==> src/rtl/mem_arbiter.sv <==
// Arbitrates the shared backing-memory port between icache and dcache misses.
// Round-robin on ties; sequences request, response and read timeout.
module mem_arbiter #(
    parameter int ADDR_W  = 32,
    parameter int DATA_W  = 128,
    parameter int TIMEOUT = 255
) (
    input  logic              clk,
    input  logic              reset,
    input  logic              ic_req_valid,
    input  logic [ADDR_W-1:0] ic_req_addr,
    output logic              ic_req_ready,
    output logic              ic_resp_valid,
    output logic [DATA_W-1:0] ic_resp_data,
    input  logic              dc_req_valid,
    input  logic              dc_req_rw,
    input  logic [ADDR_W-1:0] dc_req_addr,
    input  logic [DATA_W-1:0] dc_req_wdata,
    output logic              dc_req_ready,
    output logic              dc_resp_valid,
    output logic [DATA_W-1:0] dc_resp_data,
    output logic              mem_req_valid,
    input  logic              mem_req_ready,
    output logic              mem_req_rw,
    output logic [ADDR_W-1:0] mem_req_addr,
    output logic [DATA_W-1:0] mem_req_wdata,
    input  logic              mem_resp_valid,
    input  logic [DATA_W-1:0] mem_resp_data,
    output logic              stall,
    output logic              err
);

    localparam int CNT_W = (TIMEOUT < 2) ? 1 : $clog2(TIMEOUT + 1);
    localparam logic [CNT_W-1:0] CNT_LAST = CNT_W'(TIMEOUT - 1);
    localparam logic SEL_IC = 1'b0;
    localparam logic SEL_DC = 1'b1;

    typedef enum logic [1:0] {
        ST_IDLE = 2'd0,
        ST_REQ  = 2'd1,
        ST_WAIT = 2'd2
    } state_t;

    state_t            state_reg, state_next;
    logic              owner_reg, owner_next;
    logic              last_grant_reg, last_grant_next;
    logic              rw_reg, rw_next;
    logic [ADDR_W-1:0] addr_reg, addr_next;
    logic [DATA_W-1:0] wdata_reg, wdata_next;
    logic [CNT_W-1:0]  cnt_reg, cnt_next;
    logic              err_reg, err_next;
    logic              ic_resp_valid_reg, ic_resp_valid_next;
    logic              dc_resp_valid_reg, dc_resp_valid_next;
    logic [DATA_W-1:0] ic_resp_data_reg, ic_resp_data_next;
    logic [DATA_W-1:0] dc_resp_data_reg, dc_resp_data_next;

    logic              grant_ic;
    logic              grant_dc;
    logic [DATA_W-1:0] wait_data;

    // On a tie the requester that did not win last time is served.
    always_comb begin
        grant_ic = 1'b0;
        grant_dc = 1'b0;
        if (state_reg == ST_IDLE) begin
            if (ic_req_valid && dc_req_valid) begin
                grant_dc = (last_grant_reg == SEL_IC);
                grant_ic = (last_grant_reg == SEL_DC);
            end else begin
                grant_ic = ic_req_valid;
                grant_dc = dc_req_valid;
            end
        end
    end

    // A timed-out read returns an all-zero line.
    assign wait_data = mem_resp_valid ? mem_resp_data : '0;

    always_comb begin
        state_next         = state_reg;
        owner_next         = owner_reg;
        last_grant_next    = last_grant_reg;
        rw_next            = rw_reg;
        addr_next          = addr_reg;
        wdata_next         = wdata_reg;
        cnt_next           = cnt_reg;
        err_next           = err_reg;
        ic_resp_valid_next = 1'b0;
        dc_resp_valid_next = 1'b0;
        ic_resp_data_next  = ic_resp_data_reg;
        dc_resp_data_next  = dc_resp_data_reg;

        case (state_reg)
            ST_IDLE: begin
                if (grant_ic || grant_dc) begin
                    owner_next      = grant_dc ? SEL_DC : SEL_IC;
                    last_grant_next = grant_dc ? SEL_DC : SEL_IC;
                    rw_next         = grant_dc & dc_req_rw;
                    addr_next       = grant_dc ? dc_req_addr : ic_req_addr;
                    wdata_next      = grant_dc ? dc_req_wdata : '0;
                    state_next      = ST_REQ;
                end
            end
            ST_REQ: begin
                if (mem_req_ready) begin
                    if (rw_reg) begin
                        dc_resp_valid_next = 1'b1;
                        dc_resp_data_next  = '0;
                        state_next         = ST_IDLE;
                    end else begin
                        cnt_next   = '0;
                        state_next = ST_WAIT;
                    end
                end
            end
            ST_WAIT: begin
                if (mem_resp_valid || (cnt_reg == CNT_LAST)) begin
                    if (!mem_resp_valid) begin
                        err_next = 1'b1;
                    end
                    if (owner_reg == SEL_DC) begin
                        dc_resp_valid_next = 1'b1;
                        dc_resp_data_next  = wait_data;
                    end else begin
                        ic_resp_valid_next = 1'b1;
                        ic_resp_data_next  = wait_data;
                    end
                    state_next = ST_IDLE;
                end else begin
                    cnt_next = cnt_reg + 1'b1;
                end
            end
            default: state_next = ST_IDLE;
        endcase
    end

    always_ff @(posedge clk or negedge reset) begin
        if (!reset) begin
            state_reg         <= ST_IDLE;
            owner_reg         <= SEL_IC;
            last_grant_reg    <= SEL_IC;
            rw_reg            <= 1'b0;
            addr_reg          <= '0;
            wdata_reg         <= '0;
            cnt_reg           <= '0;
            err_reg           <= 1'b0;
            ic_resp_valid_reg <= 1'b0;
            dc_resp_valid_reg <= 1'b0;
            ic_resp_data_reg  <= '0;
            dc_resp_data_reg  <= '0;
        end else begin
            state_reg         <= state_next;
            owner_reg         <= owner_next;
            last_grant_reg    <= last_grant_next;
            rw_reg            <= rw_next;
            addr_reg          <= addr_next;
            wdata_reg         <= wdata_next;
            cnt_reg           <= cnt_next;
            err_reg           <= err_next;
            ic_resp_valid_reg <= ic_resp_valid_next;
            dc_resp_valid_reg <= dc_resp_valid_next;
            ic_resp_data_reg  <= ic_resp_data_next;
            dc_resp_data_reg  <= dc_resp_data_next;
        end
    end

    assign ic_req_ready  = grant_ic;
    assign dc_req_ready  = grant_dc;
    assign ic_resp_valid = ic_resp_valid_reg;
    assign ic_resp_data  = ic_resp_data_reg;
    assign dc_resp_valid = dc_resp_valid_reg;
    assign dc_resp_data  = dc_resp_data_reg;
    assign mem_req_valid = (state_reg == ST_REQ);
    assign mem_req_rw    = rw_reg;
    assign mem_req_addr  = addr_reg;
    assign mem_req_wdata = wdata_reg;
    assign err           = err_reg;
    assign stall         = (state_reg != ST_IDLE) | ic_req_valid | dc_req_valid;

endmodule

==> config.mk <==
export PLATFORM = sky130hd
export DESIGN_NAME = mem_arbiter
export DESIGN_NICKNAME = d
export VERILOG_FILES = /design/src/rtl/mem_arbiter.sv
export SDC_FILE = /design/constraint.sdc
export NUM_CORES = 1
export LEC_CHECK = 0
export ABC_CLOCK_PERIOD_IN_PS = 3890
export CAP_MARGIN = 10
export CORE_AREA = 8 8 285 287
export DETAILED_ROUTE_END_ITERATION = 16
export DIE_AREA = 0 0 293 295
export PLACE_DENSITY_LB_ADDON = 0.25
export SYNTH_ARGS = -nofsm -noshare
export SYNTH_HDL_FRONTEND = slang
export SYNTH_SLANG_ARGS = --single-unit
==> constraint.sdc <==
create_clock -name clk -period 3.89 [get_ports clk]
set_input_delay 1.167 -clock clk [delete_from_list [all_inputs] [get_ports clk]]
set_output_delay 1.167 -clock clk [all_outputs]
set_load 0.01 [all_outputs]
==> metrics.log <==
[metrics] Clock transition at path regs: 0.06 ns
[metrics] Die Y-Extent: 295 um
[metrics] clock latency on the worst-skew pair: 0.58 ns
[metrics] final slew viol count: 0
[metrics] DRC: 0
[metrics] minimum setup slack after placement: 0.0733 ns
[metrics] CTS root buf: clkbuf_16
[metrics] final critical-path required period: 3.84 ns
[metrics] main area contributors after synthesis: dfrtp_1 63%, a22o_1 13%, mux2_4 8.7%
[metrics] combined global-route utilization of all metal layers: 0.156
[metrics] #FFs+latches synth: 431
[metrics] number of cell instances on the worst register-to-register path: 6
[metrics] placer congestion estimate: 0.781
[metrics] nature of the critical path startpoint: input port
[metrics] global-route wire length before repair: 103000 um
[metrics] average detailed-routed wire length per instance: 23.2 um
[metrics] clock tree from TritonCTS: built
[metrics] Die Area: 86400 um^2
[metrics] hold path depth: 2
[metrics] placeable core region: 76700 um^2
[metrics] setup TNS: 0 ns
[metrics] busiest layer in global routing: met2
[metrics] Clock Tree Buf Depth: 3
[metrics] data arrival time at the worst-slack endpoint: 2.68 ns
[metrics] Reg-to-Reg Start: state_reg[0]
[metrics] power density normalized to cell area: 753 nW/um^2
[metrics] number of vias after detailed routing: 13300
[metrics] synth warn: 0
[metrics] RR Endpoint: dc_resp_data[53]
[metrics] worst ir drop on vdd: 0.416 mV
[metrics] number of hold violations in the final report: 0
[metrics] fraction of layout instances using a drive strength above 1: 0.130
[metrics] via count of the first global-routing pass: 14700
[metrics] post-route fraction of the period consumed by the critical path: 0.988
[metrics] fill cell count: 7445
[metrics] sequential area share after synthesis: 0.627
[metrics] count of maximum capacitance violations: 0
[metrics] number of resized instances in the post-cts repair step: 0
[metrics] required time worst endpoint: 2.72 ns
[metrics] Layout Area Growth over Synthesis: 61.3%
[metrics] Overflow after GRT: 0
[metrics] cell count after placement: 2938
[metrics] GR Layer Usage met2: 0.270
[metrics] Die Wd: 293 um
[metrics] initial core utilization: 0.224
[metrics] largest driver fanout on the critical path: 2
[metrics] Post-CTS Setup Inserts: 0
[metrics] slew of the pin with the lowest slew margin: 1.12 ns
[metrics] reg-to-reg slack, setup: 1.45 ns
[metrics] non-filler instance count after layout: 3034
[metrics] count of input and output buffers: 750
[metrics] Antenna Nets Post-Route: 0
[metrics] share of the core filled with cells: 0.362
[metrics] met3 GRT Util: 0.0606
[metrics] Synth Net Count: 1540
[metrics] count of hold-fix buffers inserted at cts: 0
[metrics] largest net degree at the start of global routing: 162
[metrics] fin worst setup slack: 0.0452 ns
[metrics] top-level I/O count: 751
[metrics] largest clock skew in the final design: 0.0109 ns
[metrics] Setup Viol. Count Final: 0
[metrics] layout net count: 2283
[metrics] worst hold path type: flop to flop
[metrics] most area-hungry cell type in the Yosys netlist: dfrtp_1
[metrics] terminating pin of the worst hold path: mem_req_addr[2]
[metrics] asr flop ratio synth: 1.00
[metrics] CTS H-Tree Depth: 2
[metrics] Critical Setup Path Class: input port to primary output
[metrics] EDFF count, synth: 0
[metrics] count of routing violations after the opening detailed-route iteration: 594
[metrics] most instantiated library cell after synthesis: dfrtp_1
[metrics] worst slew margin relative to its limit: 0.251
[metrics] cell area after technology mapping: 17200 um^2
[metrics] start point of the worst min-delay path: mem_req_addr[2]
[metrics] Hold Worst Slack: 0.482 ns
[metrics] unrepaired setup endpoints after global routing: no
[metrics] capturing element type of the critical path: primary output
[metrics] Pleak: 12.2 nW
[metrics] syn_area_per_cell: 14.2 um^2
[metrics] via density per instance: 4.37
[metrics] commonest register cell after synthesis: dfrtp_1
[metrics] CTS Sinks: 431
[metrics] half-perimeter wire length after detailed placement: 52200 um
[metrics] distinct cell type count after synthesis: 41
[metrics] cell types with the highest counts after synthesis: 431 x dfrtp_1, 260 x a22o_1, 130 x and2_1
[metrics] number of CTS-inserted buffers: 51
[metrics] post-synth top area share: 0.627
[metrics] synthesized instance count: 1208
[metrics] maximum clock rate: 260 MHz
[metrics] final WL: 70300 um
[metrics] M1 GR Usage: 0.179
[metrics] number of cell rows: 102
[metrics] antenna violations before repair: 6
[metrics] result of the run: finished, final reports clean
[metrics] detailed-router iteration count before antenna repair: 5
[kinds of logic (layout without fill, tap and decap cells)]
| group | count (synthesis) | after routing | synth area share |
|---|---|---|---|
| adder cells (fa/ha/maj) | 5 | 5 | 0.00364 |
| AO/OA/AOI/OAI | 313 | 313 | 0.156 |
| XOR/XNOR | 1 | 1 | 0.000509 |
| buffers and inverters | 104 | 886 | 0.0353 |
| flip-flops | 431 | 431 | 0.627 |
| multiplexers | 130 | 130 | 0.107 |
| other | 0 | 4 | 0 |
| AND/OR/NAND/NOR | 224 | 224 | 0.0711 |
[worst max-delay path, cell delays in order]
cell and delay (ns):
clkdlybuf4s50_1 0.48, nand2_1 0.11, a21oi_4 0.20, buf_12 0.15, clkdlybuf4s50_1 0.57
[stage by stage]
stage	power, W	area (um^2)
finish	0.0209	27700
global placement	0.0160	26000
detailed placement	0.0160	26000
floorplan	0.0107	17200
CTS	0.0213	27700
global route	0.0220	27700
[per-layer routing]
metal | wire (um) | share of wire
met5 | 27 | 0.00038
met4 | 1680 | 0.024
met3 | 6920 | 0.098
met2 | 35100 | 0.50
met1 | 26500 | 0.38
[area by class of cell]
type | instances | area (um^2) | share of cell area
inverter | 10 | 37.5 | 0.00135
clock buffer | 74 | 1520 | 0.0549
multi-input combinational | 673 | 5850 | 0.211
antenna | 4 | 10.0 | 0.000361
clock inverter | 18 | 264 | 0.00951
tap | 1040 | 1300 | 0.0469
timing repair buffer | 784 | 7980 | 0.287
sequential | 431 | 10800 | 0.389
[report_power, final]
part           internal [W]  switching (W)  total, W
sequential          0.00613        0.00102   0.00715
combinational       0.00483        0.00388   0.00870
clock               0.00311        0.00194   0.00504
[cells in the final DEF, fill, tap and decap left out, drive strengths merged]
master	netlist	routed
o22ai	1	1
nand2	72	72
a221o	3	3
and3	3	3
a21oi	2	2
clkinv	0	8
a21o	1	1
nor3	2	2
mux2	130	130
bufinv	0	6
a22oi	32	32
nand2b	1	1
or3	1	1
ha	5	5
a21boi	1	1
nor4	2	2
a32o	1	1
o21ai	6	6
o311ai	2	2
dfrtp	431	431
nor2b	1	1
clkinvlp	0	2
o221ai	1	1
nand3	7	7
buf	34	37
diode	0	4
clkbuf	60	74
clkdlybuf4s50	0	747
a22o	260	260
and2	130	130
o41ai	1	1
o211ai	2	2
inv	10	12
nand4	2	2
nor2	3	3
xnor2	1	1
[worst max-delay path by stage]
| stage | from | endpoint |
|---|---|---|
| after global placement | ic_req_valid | ic_req_ready |
| after global routing | ic_req_valid | ic_req_ready |
| final | ic_req_valid | ic_req_ready |
| after floorplan | dc_req_valid | dc_req_ready |
| after CTS | ic_req_valid | ic_req_ready |
| after detailed placement | ic_req_valid | ic_req_ready |
Power figures use the tool's default switching activity.
